[src/rtl/lms_pkg.sv]
// Shared types and helpers for the LMS coefficient-update stage.
// Holds default widths, the update FSM state type and the saturating add.
// No ports; imported by lms_tap_mac and lms_coef_update.
package lms_pkg;

    localparam int LMS_DW    = 14;
    localparam int LMS_CW    = 16;
    localparam int LMS_SHIFT = 13;

    typedef enum logic [1:0] {
        IDLE   = 2'd0,
        UPDATE = 2'd1,
        DONE   = 2'd2
    } lms_state_t;

    // Adds a coefficient and a delta, both sign-extended to 32 bits, and
    // clamps the sum to the signed range of a cw-bit coefficient. The result
    // always fits in cw bits, so callers may truncate it to CW.
    function automatic logic signed [31:0] sat_add(
        input logic signed [31:0] w,
        input logic signed [31:0] delta,
        input int                 cw
    );
        logic signed [31:0] sum;
        logic signed [31:0] hi;
        logic signed [31:0] lo;
        sum = w + delta;
        hi  = (32'sd1 <<< (cw - 1)) - 32'sd1;
        lo  = -(32'sd1 <<< (cw - 1));
        if (sum > hi)
            return hi;
        else if (sum < lo)
            return lo;
        else
            return sum;
    endfunction

endpackage

[src/rtl/lms_tap_mac.sv]
// Single-tap LMS update: w_next = sat(w_cur + ((err * x) >>> SHIFT)).
// Latency: combinational (0 cycles).
// Backpressure: none; shared across taps through the top's index mux.
// Ports: err/x (DW signed operands), w_cur (current coefficient),
//        w_next (saturated updated coefficient).
module lms_tap_mac
    import lms_pkg::*;
#(
    parameter int DW    = LMS_DW,
    parameter int CW    = LMS_CW,
    parameter int SHIFT = LMS_SHIFT
) (
    input  logic signed [DW-1:0] err,
    input  logic signed [DW-1:0] x,
    input  logic signed [CW-1:0] w_cur,
    output logic signed [CW-1:0] w_next
);

    logic signed [2*DW-1:0] prod;
    logic signed [2*DW-1:0] delta;

    // Full-precision product; the arithmetic shift floors toward -inf.
    assign prod  = err * x;
    assign delta = prod >>> SHIFT;

    // Both operands are widened to 32 bits so the add cannot wrap before
    // clamping; the clamped value always fits back into CW bits.
    assign w_next = CW'(sat_add(32'(w_cur), 32'(delta), CW));

endmodule

[src/rtl/lms_coef_update.sv]
// LMS weight update: tap delay line + coefficient file, one tap written per cycle.
// Latency: error accepted at edge T writes tap k at T+1+k; upd_done high after T+NTAPS.
// Backpressure: x_ready/err_ready low during a pass (NTAPS+1 cycles), delay line frozen.
// Ports: x_in/x_valid/x_ready sample input, err_in/err_valid/err_ready scaled error,
//        coef_clr clear-all, coef_addr/coef_rdata registered read port, upd_done pulse.
module lms_coef_update
    import lms_pkg::*;
#(
    parameter int NTAPS = 4,
    parameter int DW    = LMS_DW,
    parameter int CW    = LMS_CW,
    parameter int SHIFT = LMS_SHIFT,
    localparam int AW   = $clog2(NTAPS)
) (
    input  logic                 clk,
    input  logic                 rstn,
    input  logic signed [DW-1:0] x_in,
    input  logic                 x_valid,
    output logic                 x_ready,
    input  logic signed [DW-1:0] err_in,
    input  logic                 err_valid,
    output logic                 err_ready,
    input  logic                 coef_clr,
    input  logic [AW-1:0]        coef_addr,
    output logic signed [CW-1:0] coef_rdata,
    output logic                 upd_done
);

    lms_state_t          state;
    logic [AW-1:0]       idx;
    logic signed [DW-1:0] err_q;
    logic signed [DW-1:0] xdl [NTAPS];
    logic signed [CW-1:0] w   [NTAPS];
    logic signed [CW-1:0] w_next;

    // Both inputs are only accepted while no pass is running.
    assign x_ready   = (state == IDLE);
    assign err_ready = (state == IDLE);

    lms_tap_mac #(
        .DW    (DW),
        .CW    (CW),
        .SHIFT (SHIFT)
    ) u_mac (
        .err    (err_q),
        .x      (xdl[idx]),
        .w_cur  (w[idx]),
        .w_next (w_next)
    );

    always_ff @(posedge clk) begin
        if (!rstn) begin
            state      <= IDLE;
            idx        <= '0;
            err_q      <= '0;
            coef_rdata <= '0;
            upd_done   <= 1'b0;
            for (int k = 0; k < NTAPS; k++) begin
                xdl[k] <= '0;
                w[k]   <= '0;
            end
        end else begin
            // Reads see the file as it was before this edge's write.
            coef_rdata <= w[coef_addr];

            // A sample taken on the same edge as an error lands in x[0]
            // before the pass starts reading the line.
            if (x_valid && state == IDLE) begin
                xdl[0] <= x_in;
                for (int k = 1; k < NTAPS; k++)
                    xdl[k] <= xdl[k-1];
            end

            case (state)
                IDLE: begin
                    upd_done <= 1'b0;
                    if (err_valid) begin
                        err_q <= err_in;
                        idx   <= '0;
                        state <= UPDATE;
                    end
                end
                UPDATE: begin
                    w[idx] <= w_next;
                    idx    <= idx + 1'b1;
                    if (idx == AW'(NTAPS - 1)) begin
                        state    <= DONE;
                        upd_done <= 1'b1;
                    end
                end
                DONE: begin
                    upd_done <= 1'b0;
                    state    <= IDLE;
                end
                default: begin
                    upd_done <= 1'b0;
                    state    <= IDLE;
                end
            endcase

            // Clear overrides any tap write on this edge and kills a running
            // pass without a completion pulse.
            if (coef_clr) begin
                for (int k = 0; k < NTAPS; k++)
                    w[k] <= '0;
                if (state != IDLE) begin
                    state    <= IDLE;
                    upd_done <= 1'b0;
                end
            end
        end
    end

endmodule

[config.mk]
export PLATFORM = sky130hd
export DESIGN_NAME = lms_coef_update
export DESIGN_NICKNAME = d
export VERILOG_FILES = /design/src/rtl/lms_pkg.sv /design/src/rtl/lms_tap_mac.sv /design/src/rtl/lms_coef_update.sv
export SDC_FILE = /design/constraint.sdc
export NUM_CORES = 1
export LEC_CHECK = 0
export ABC_AREA = 0
export CORE_ASPECT_RATIO = 1.75
export CORE_UTILIZATION = 50
export DETAILED_ROUTE_END_ITERATION = 8
export GPL_ROUTABILITY_DRIVEN = 1
export PLACE_DENSITY = 0.78
export SLEW_MARGIN = 20
export SYNTH_ARGS = -nofsm -noshare
export SYNTH_HDL_FRONTEND = slang
export SYNTH_SLANG_ARGS = --single-unit
[constraint.sdc]
create_clock -name clk -period 10 [get_ports clk]
set_clock_uncertainty 0.1 [all_clocks]
set_input_delay 2.5 -clock clk [delete_from_list [all_inputs] [get_ports clk]]
set_output_delay 2.5 -clock clk [all_outputs]
set_load 0.005 [all_outputs]
==> summary.md, run 1 <==
| Metric | Value |
|---|---|
| Worst endpoint required time | `10070 ps` |
| Count of TritonRoute iterations in the first routing pass | `4` |
| Post-cts repair resize count | `0` |
| Average vias per placed instance | `5.44` |
| Half-perimeter wire length of the detailed placement result | `26900 um` |
| Cell count after placement | `~1800` |
| Wirelength per Cell | `18.8 um` |
| Most common cell after layout, fill and taps aside | `sky130_fd_sc_hd__inv_1` |
| Seq/Total Area, Yosys | `0.292` |
| Violation count after the first detailed-route iteration | `558` |
| Number of buffers added for setup after CTS | `0` |
| Max Transition Viols Final | `0` |
| Type of the setup path with the least slack | `flip-flop to flip-flop` |
| Min-delay src | `upd_done` |
| Final count of hold timing violations | `0` |
| Worst hold path type | `flip-flop to flip-flop` |
| Worst path max stage delay | `690 ps` |
| CTS max path bufs | `2` |
| Peak supply drop | `0.000430 V` |
| Worst-Margin Slew | `932 ps` |
| Clk sink count | `157` |
| Fraction of the core area covered by cells at the end of the flow | `0.558` |
| H-tree levels | `4` |
| Final instance count without filler cells | `1792` |
| Cell area after placement | `15700 um^2` |
| Highest net fanout along the worst path | `15` |
| Max-slew headroom | `0.376` |
| TNS Setup | `0 ps` |
| Number of nets in the finished design | `1711` |
| Met1 layer wirelength in the final routing | `11600 um` |
| FF-to-FF path depth | `33` |
| Worst-path cell with the longest stage delay | `sky130_fd_sc_hd__mux4_2` |
| Count of nets left with antenna violations after detail routing | `0` |
| Number of core rows | `83` |
| Total number of yosys warnings | `0` |
| Hold depth | `2` |
| Final weighted congestion of routability-driven global placement | `a little over 0.9` |
| Leakage component of the power | `7.35 nW` |
| Final setup violation count | `0` |
| Initial core utilization | `0.508` |
| Routed via count | `approximately 10000` |
| PwrDens | `228 nW/um^2` |
| #FFs+latches synth | `roughly 160` |
| Unique cell type count in the Yosys netlist | `62` |
| # DRC | `0` |
| Clock tree from TritonCTS | `done` |
| Post-CTS Hold Fix Bufs | `0` |
| Fraction of layout cells with a size suffix above 1 | `0.0979` |
| Worst Setup Slack post-DPL | `413 ps` |
| Endpoint kind of the worst setup timing path | `flip-flop` |
| Most frequent cells in the layout | `sky130_fd_sc_hd__inv_1, sky130_fd_sc_hd__fa_1, sky130_fd_sc_hd__and2_1` |
| EDFF count, synth | `between 100 and 150` |
| Final worst-path setup slack | `531 ps` |
| Core Region | `29300 um^2` |
| Number of buffer cells added on primary ports | `53` |
| Unrepaired setup endpoints after global routing | `false` |
| R2R Setup Slk | `about 530 ps` |
| Num ports | `54` |
| Cell area after technology mapping | `14900 um^2` |
| Root Buffer | `sky130_fd_sc_hd__clkbuf_16` |
| Net count after synthesis | `1678` |
| Startpoint types | `flip-flop` |
| Final worst path period share | `0.947` |
| Mapped Avg Cell Area | `10.9 um^2` |
| Number of antenna violations at the first check in global routing | `0` |
| Post-synthesis async set-or-reset flop share | `0` |
| Maximum number of pins on one net before global-route repair | `57` |
| Inserted Clock Buffers | `17` |
| Number of global-route vias before repair | `between 10000 and 15000` |
| Total routing usage reported by global routing | `0.238` |
| Met2 layer wire length in the routed design | `18900 um` |
| Count of max-cap constraint violations | `0` |
| End of the worst hold path | `upd_done` |
| Predominant post-synthesis flop cell | `sky130_fd_sc_hd__edfxtp_1` |
| Total die area | `30500 um^2` |
| Sum of overflow across all layers after global routing | `0` |
| Wire length reported by the detailed router | `about 34000 um` |
| Clock transition at the registers of the reported paths | `60 ps` |
| Family with the most delay on the worst path | `adder cells` |
| Minimum clock period | `about 9500 ps` |
| Top routing layer in use | `met4` |
| Status | `finished, final reports clean` |
| Maximum frequency from static timing analysis | `106 MHz` |
| Later-pin clock latency in the skew report | `between 400 and 500 ps` |
| Total Power | `3.73 mW` |
| Detailed-routed wire length on met3 | `1060 um` |
| Data arrival, critical path | `9530 ps` |
| Ant. Diodes | `0` |
| Number of buffers and inverters on the critical path | `7` |
| Gate count after technology mapping | `1364` |
| Horiz. Die Dim | `about 130 um` |
| Design area | `around 16000 um^2` |
| Wire length of the first global-routing pass | `roughly 55000 um` |
| Vertical extent of the die | `about 230 um` |
| Reg-to-reg critical path endpoint | `w[1][2]` |
| Worst slack on hold paths | `approximately 370 ps` |
| Area Overhead vs Synth | `9.82%` |
registers in the layout (all words and copies together), names as in the netlist, named ones only:
register and count:
upd_done 1, coef_rdata 16, idx 2, err_q 14, xdl 56, w 64
state 2
area by class of cell:
type | instances | area [um^2]
Fill cell | 2490 | 12900
Timing Repair Buffer | 74 | 701
Sequential cell | 157 | 4350
Tap cell | 382 | 478
Inverter | 229 | 860
Multi-Input combinational cell | 918 | 9410
Clock buffer | 17 | 425
Clock inverter | 15 | 129
worst max path at each step:
stage | slack [ps] | cells past startpoint | end | startpoint
2_1_floorplan | 1350 | 33 | w[3][3] | flip-flop
3_3_place_gp | 470 | 34 | w[0][13] | flip-flop
3_5_place_dp | 410 | 34 | w[2][0] | flip-flop
4_1_cts | 370 | 34 | w[2][5] | flip-flop
5_1_grt | 30 | 33 | w[1][2] | flip-flop
6_report | 530 | 33 | w[1][2] | flip-flop
layer usage:
layer	up-vias	GRT usage
met1	4964	0.242
met4	0	0.156
met2	262	0.451
li1	4419	-
met5	-	0
met3	106	0.0269
Yosys cell counts, drive strengths merged, types with 3 or more instances:
master / n / area share
a211oi: 7 / 0.0039
a21boi: 17 / 0.0088
o21a: 4 / 0.0022
or2: 8 / 0.0034
mux4: 44 / 0.067
edfxtp: 120 / 0.24
mux2i: 4 / 0.0027
and3: 5 / 0.0021
xnor2: 25 / 0.015
o2111ai: 3 / 0.0018
nand4: 4 / 0.0017
a31oi: 6 / 0.0035
o211ai: 3 / 0.0024
nand2b: 6 / 0.0027
a21o: 11 / 0.0058
ha: 84 / 0.071
clkbuf: 47 / 0.012
a21oi: 32 / 0.016
nor2: 89 / 0.024
inv: 229 / 0.058
xor2: 10 / 0.0059
and2: 169 / 0.071
nand2: 144 / 0.037
dfxtp: 37 / 0.050
o21bai: 5 / 0.0025
buf: 13 / 0.0066
nand3: 11 / 0.0047
fa: 195 / 0.26
nor3: 3 / 0.0010
o21ai: 14 / 0.0052
worst min-delay path: stages, from the launching register on:
cell,delay (ps)
sky130_fd_sc_hd__dfxtp_1,310
sky130_fd_sc_hd__nor2_1,80
sky130_fd_sc_hd__nor2_1,40
where the power goes:
| group | switching, mW | internal, mW |
|---|---|---|
| clock network | 0.281 | 0.324 |
| registers | 0.0378 | 0.757 |
| logic | 1.39 | 0.942 |
kinds of logic (layout without fill, tap and decap cells):
kind of cell / count (synthesis) / count (layout) / synth area share
mux: 50 / 50 / 0.0710
buf+inv: 289 / 335 / 0.0763
compound gates: 107 / 107 / 0.0551
xor+xnor: 35 / 35 / 0.0206
fa+ha+maj: 279 / 279 / 0.333
flops: 157 / 157 / 0.292
simple gates: 447 / 447 / 0.152
Note: power is estimated with default switching activity, not from simulation.
==> inputs of run 2 (changes only) <==
PLACE_DENSITY = 0.72   (was 0.78)
==> run 2 against run 1 <==
Net effect: power grew 0.44%; final cell count shrank 0.17%; flip-flop and latch count is the same; combinational power is essentially flat; utilization shrank 0.064 points; critical path type unchanged; non-clock buffer count shrank 3; global-route usage grew 1.3 points; design area shrank 0.12%; count of clock-buffer cells in the layout grew 1; critical path depth shrank 3; critical endpoint is now w[1][9]; via count grew 0.93%; register-to-register slack is essentially flat.
==> summary.md, run 2 (synthesis gave the netlist of run 1 again) <==
| Metric | Value |
|---|---|
| Wire length reported by the detailed router | `34800 um (+3.5%)` |
| Minimum clock period | `9460 ps (-5.13 ps)` |
| Most frequent cells in the layout | `sky130_fd_sc_hd__inv_1, sky130_fd_sc_hd__fa_1, sky130_fd_sc_hd__and2_1` |
| Highest net fanout along the worst path | `15 (unchanged)` |
| Count of nets left with antenna violations after detail routing | `0 (unchanged)` |
| H-tree levels | `4 (unchanged)` |
| Count of TritonRoute iterations in the first routing pass | `5 (+1)` |
| Number of core rows | `83 (unchanged)` |
| Inserted Clock Buffers | `17 (unchanged)` |
| Violation count after the first detailed-route iteration | `476 (-15%)` |
| Number of nets in the finished design | `1708 (-0.18%)` |
| Total die area | `30500 um^2 (unchanged)` |
| Worst hold path type | `flip-flop to flip-flop` |
| Initial core utilization | `0.508 (unchanged)` |
| Later-pin clock latency in the skew report | `440 ps (about the same)` |
| Largest Register | `w` |
| Vertical extent of the die | `230 um (unchanged)` |
| Endpoint kind of the worst setup timing path | `flip-flop` |
| Data arrival, critical path | `9520 ps (about the same)` |
| Type of the setup path with the least slack | `flip-flop to flip-flop` |
| Cell count after placement | `1753 (-0.17%)` |
| Count of max-cap constraint violations | `0 (unchanged)` |
| R2R Setup Slk | `540 ps (about the same)` |
| Average vias per placed instance | `5.50 (+1.1%)` |
| Final count of hold timing violations | `0 (unchanged)` |
| Clock transition at the registers of the reported paths | `60 ps (about the same)` |
| Clock tree from TritonCTS | `done` |
| Post-CTS Hold Fix Bufs | `0 (unchanged)` |
| Final worst path period share | `0.946 (about the same)` |
| Unrepaired setup endpoints after global routing | `false` |
| Gate power share | `0.622 (-0.002)` |
| Root Buffer | `sky130_fd_sc_hd__clkbuf_16` |
| Switching share of power | `0.457 (about the same)` |
| Worst-path cell with the longest stage delay | `sky130_fd_sc_hd__fa_1` |
| Share of power burned in registers | `0.213 (about the same)` |
| Number of antenna violations at the first check in global routing | `0 (unchanged)` |
| Total routing usage reported by global routing | `0.251 (+0.0134)` |
| Core Region | `29300 um^2 (unchanged)` |
| Min-delay src | `upd_done` |
| Cell-internal power | `2.03 mW (+0.38%)` |
| Status | `finished, final reports clean` |
| Max-slew headroom | `0.359 (-0.0173)` |
| Startpoint types | `flip-flop` |
| # DRC | `0 (unchanged)` |
| Worst path max stage delay | `760 ps (+70 ps)` |
| Half-perimeter wire length of the detailed placement result | `28000 um (+4.1%)` |
| Most common cell after layout, fill and taps aside | `sky130_fd_sc_hd__inv_1` |
| Number of buffer cells added on primary ports | `53 (unchanged)` |
| Worst endpoint required time | `10060 ps (about the same)` |
| Routed via count | `9842 (+0.93%)` |
| Final setup violation count | `0 (unchanged)` |
| Maximum number of pins on one net before global-route repair | `57 (unchanged)` |
| Net switching power | `1.71 mW (+0.51%)` |
| Worst slack on hold paths | `375 ps (+1.83 ps)` |
| Clk pwr share | `0.165 (+0.003)` |
| PwrDens | `229 nW/um^2 (+0.55%)` |
| Leakage component of the power | `7.34 nW (-0.19%)` |
| Peak supply drop | `0.000320 V (-26%)` |
| Final weighted congestion of routability-driven global placement | `0.893 (-4.2%)` |
| Wire length of the first global-routing pass | `57900 um (+5.7%)` |
| Area Overhead vs Synth | `9.69%` |
| Most common cell on crit path | `sky130_fd_sc_hd__inv_1` |
| Horiz. Die Dim | `132 um (unchanged)` |
| Max Transition Viols Final | `0 (unchanged)` |
| Fraction of layout cells with a size suffix above 1 | `0.0967 (-0.00121)` |
| TNS Setup | `0 ps (unchanged)` |
| Regs by FF count | `w (64), xdl (56), coef_rdata (16)` |
| Largest register FFs | `64 (unchanged)` |
| Worst-Margin Slew | `959 ps (+26.5 ps)` |
| Maximum frequency from static timing analysis | `106 MHz (about the same)` |
| CTS max path bufs | `2 (unchanged)` |
| Clk sink count | `157 (unchanged)` |
| Number of global-route vias before repair | `11156 (+3.7%)` |
| Wirelength per Cell | `19.5 um (+3.7%)` |
| Sum of overflow across all layers after global routing | `0 (unchanged)` |
| Ant. Diodes | `0 (unchanged)` |
| Total Power | `3.74 mW (+0.44%)` |
| Num ports | `54 (unchanged)` |
| Final instance count without filler cells | `1789 (-0.17%)` |
## run 2: cell count changes in the layout (fill, tap and decap cells not counted), sizes merged
| cell | change |
|---|---|
| clkbuf | +1 |
| buf | -3 |
| clkinv | -1 |
| bufinv | +1 |
| inv | -1 |
## run 2: cell type report
class	count	area, um^2
Fill cell	2518	13000
Inverter	229	860
Timing Repair Buffer	71	666
Sequential cell	157	4350
Multi-Input combinational cell	918	9410
Clock inverter	14	134
Tap cell	382	478
Clock buffer	18	429
## run 2: routing by layer
metal | wire, um | GRT usage
met1 | 11700 | 0.253
met2 | 20000 | 0.486
met3 | 1190 | 0.0289
met4 | 1960 | 0.149
met5 | 0 | 0
## run 2: worst max-delay path, delay by kind of cell, from the launching register on
family / cells / cell delay, ps
and+or+nand+nor: 4 / 770
DFF: 1 / 530
adders and majority gates: 8 / 3880
muxes: 2 / 1190
AOI/OAI and AO/OA: 9 / 2040
xor gates and xnor gates: 1 / 130
buffers and inverters: 6 / 520
## run 2: power by group through the flow
stage                     registers, mW  logic, mW  clock network [mW]
after CTS                         0.797       2.30               0.626
after detailed placement          0.810       2.27                   0
after global routing              0.802       2.59               0.650
after global placement            0.807       2.24                   0
after floorplan                   0.786       1.75                   0
final                             0.797       2.33               0.617
## run 2: path summary, 6_finish.rpt
kind / end / depth (start not counted)
worst min register to register: upd_done / 2
worst min-delay path: upd_done / 2
worst max-delay path: w[1][9] / 30
worst max register to register: w[1][9] / 30
## run 2: per-stage QoR
step	cell area [um^2]	worst slack (ps)	utilization
global placement	15700	551	0.537
global route	16300	26.5	0.557
finish	16300	536	0.557
CTS	16300	353	0.556
floorplan	14900	1350	-
detailed placement	15700	388	0.537
## run 2: what timing repair did
item,4_1_cts,5_1_grt
gates resized for setup,0,2
endpoints found under the setup margin,0,19
buffers inserted,0,4
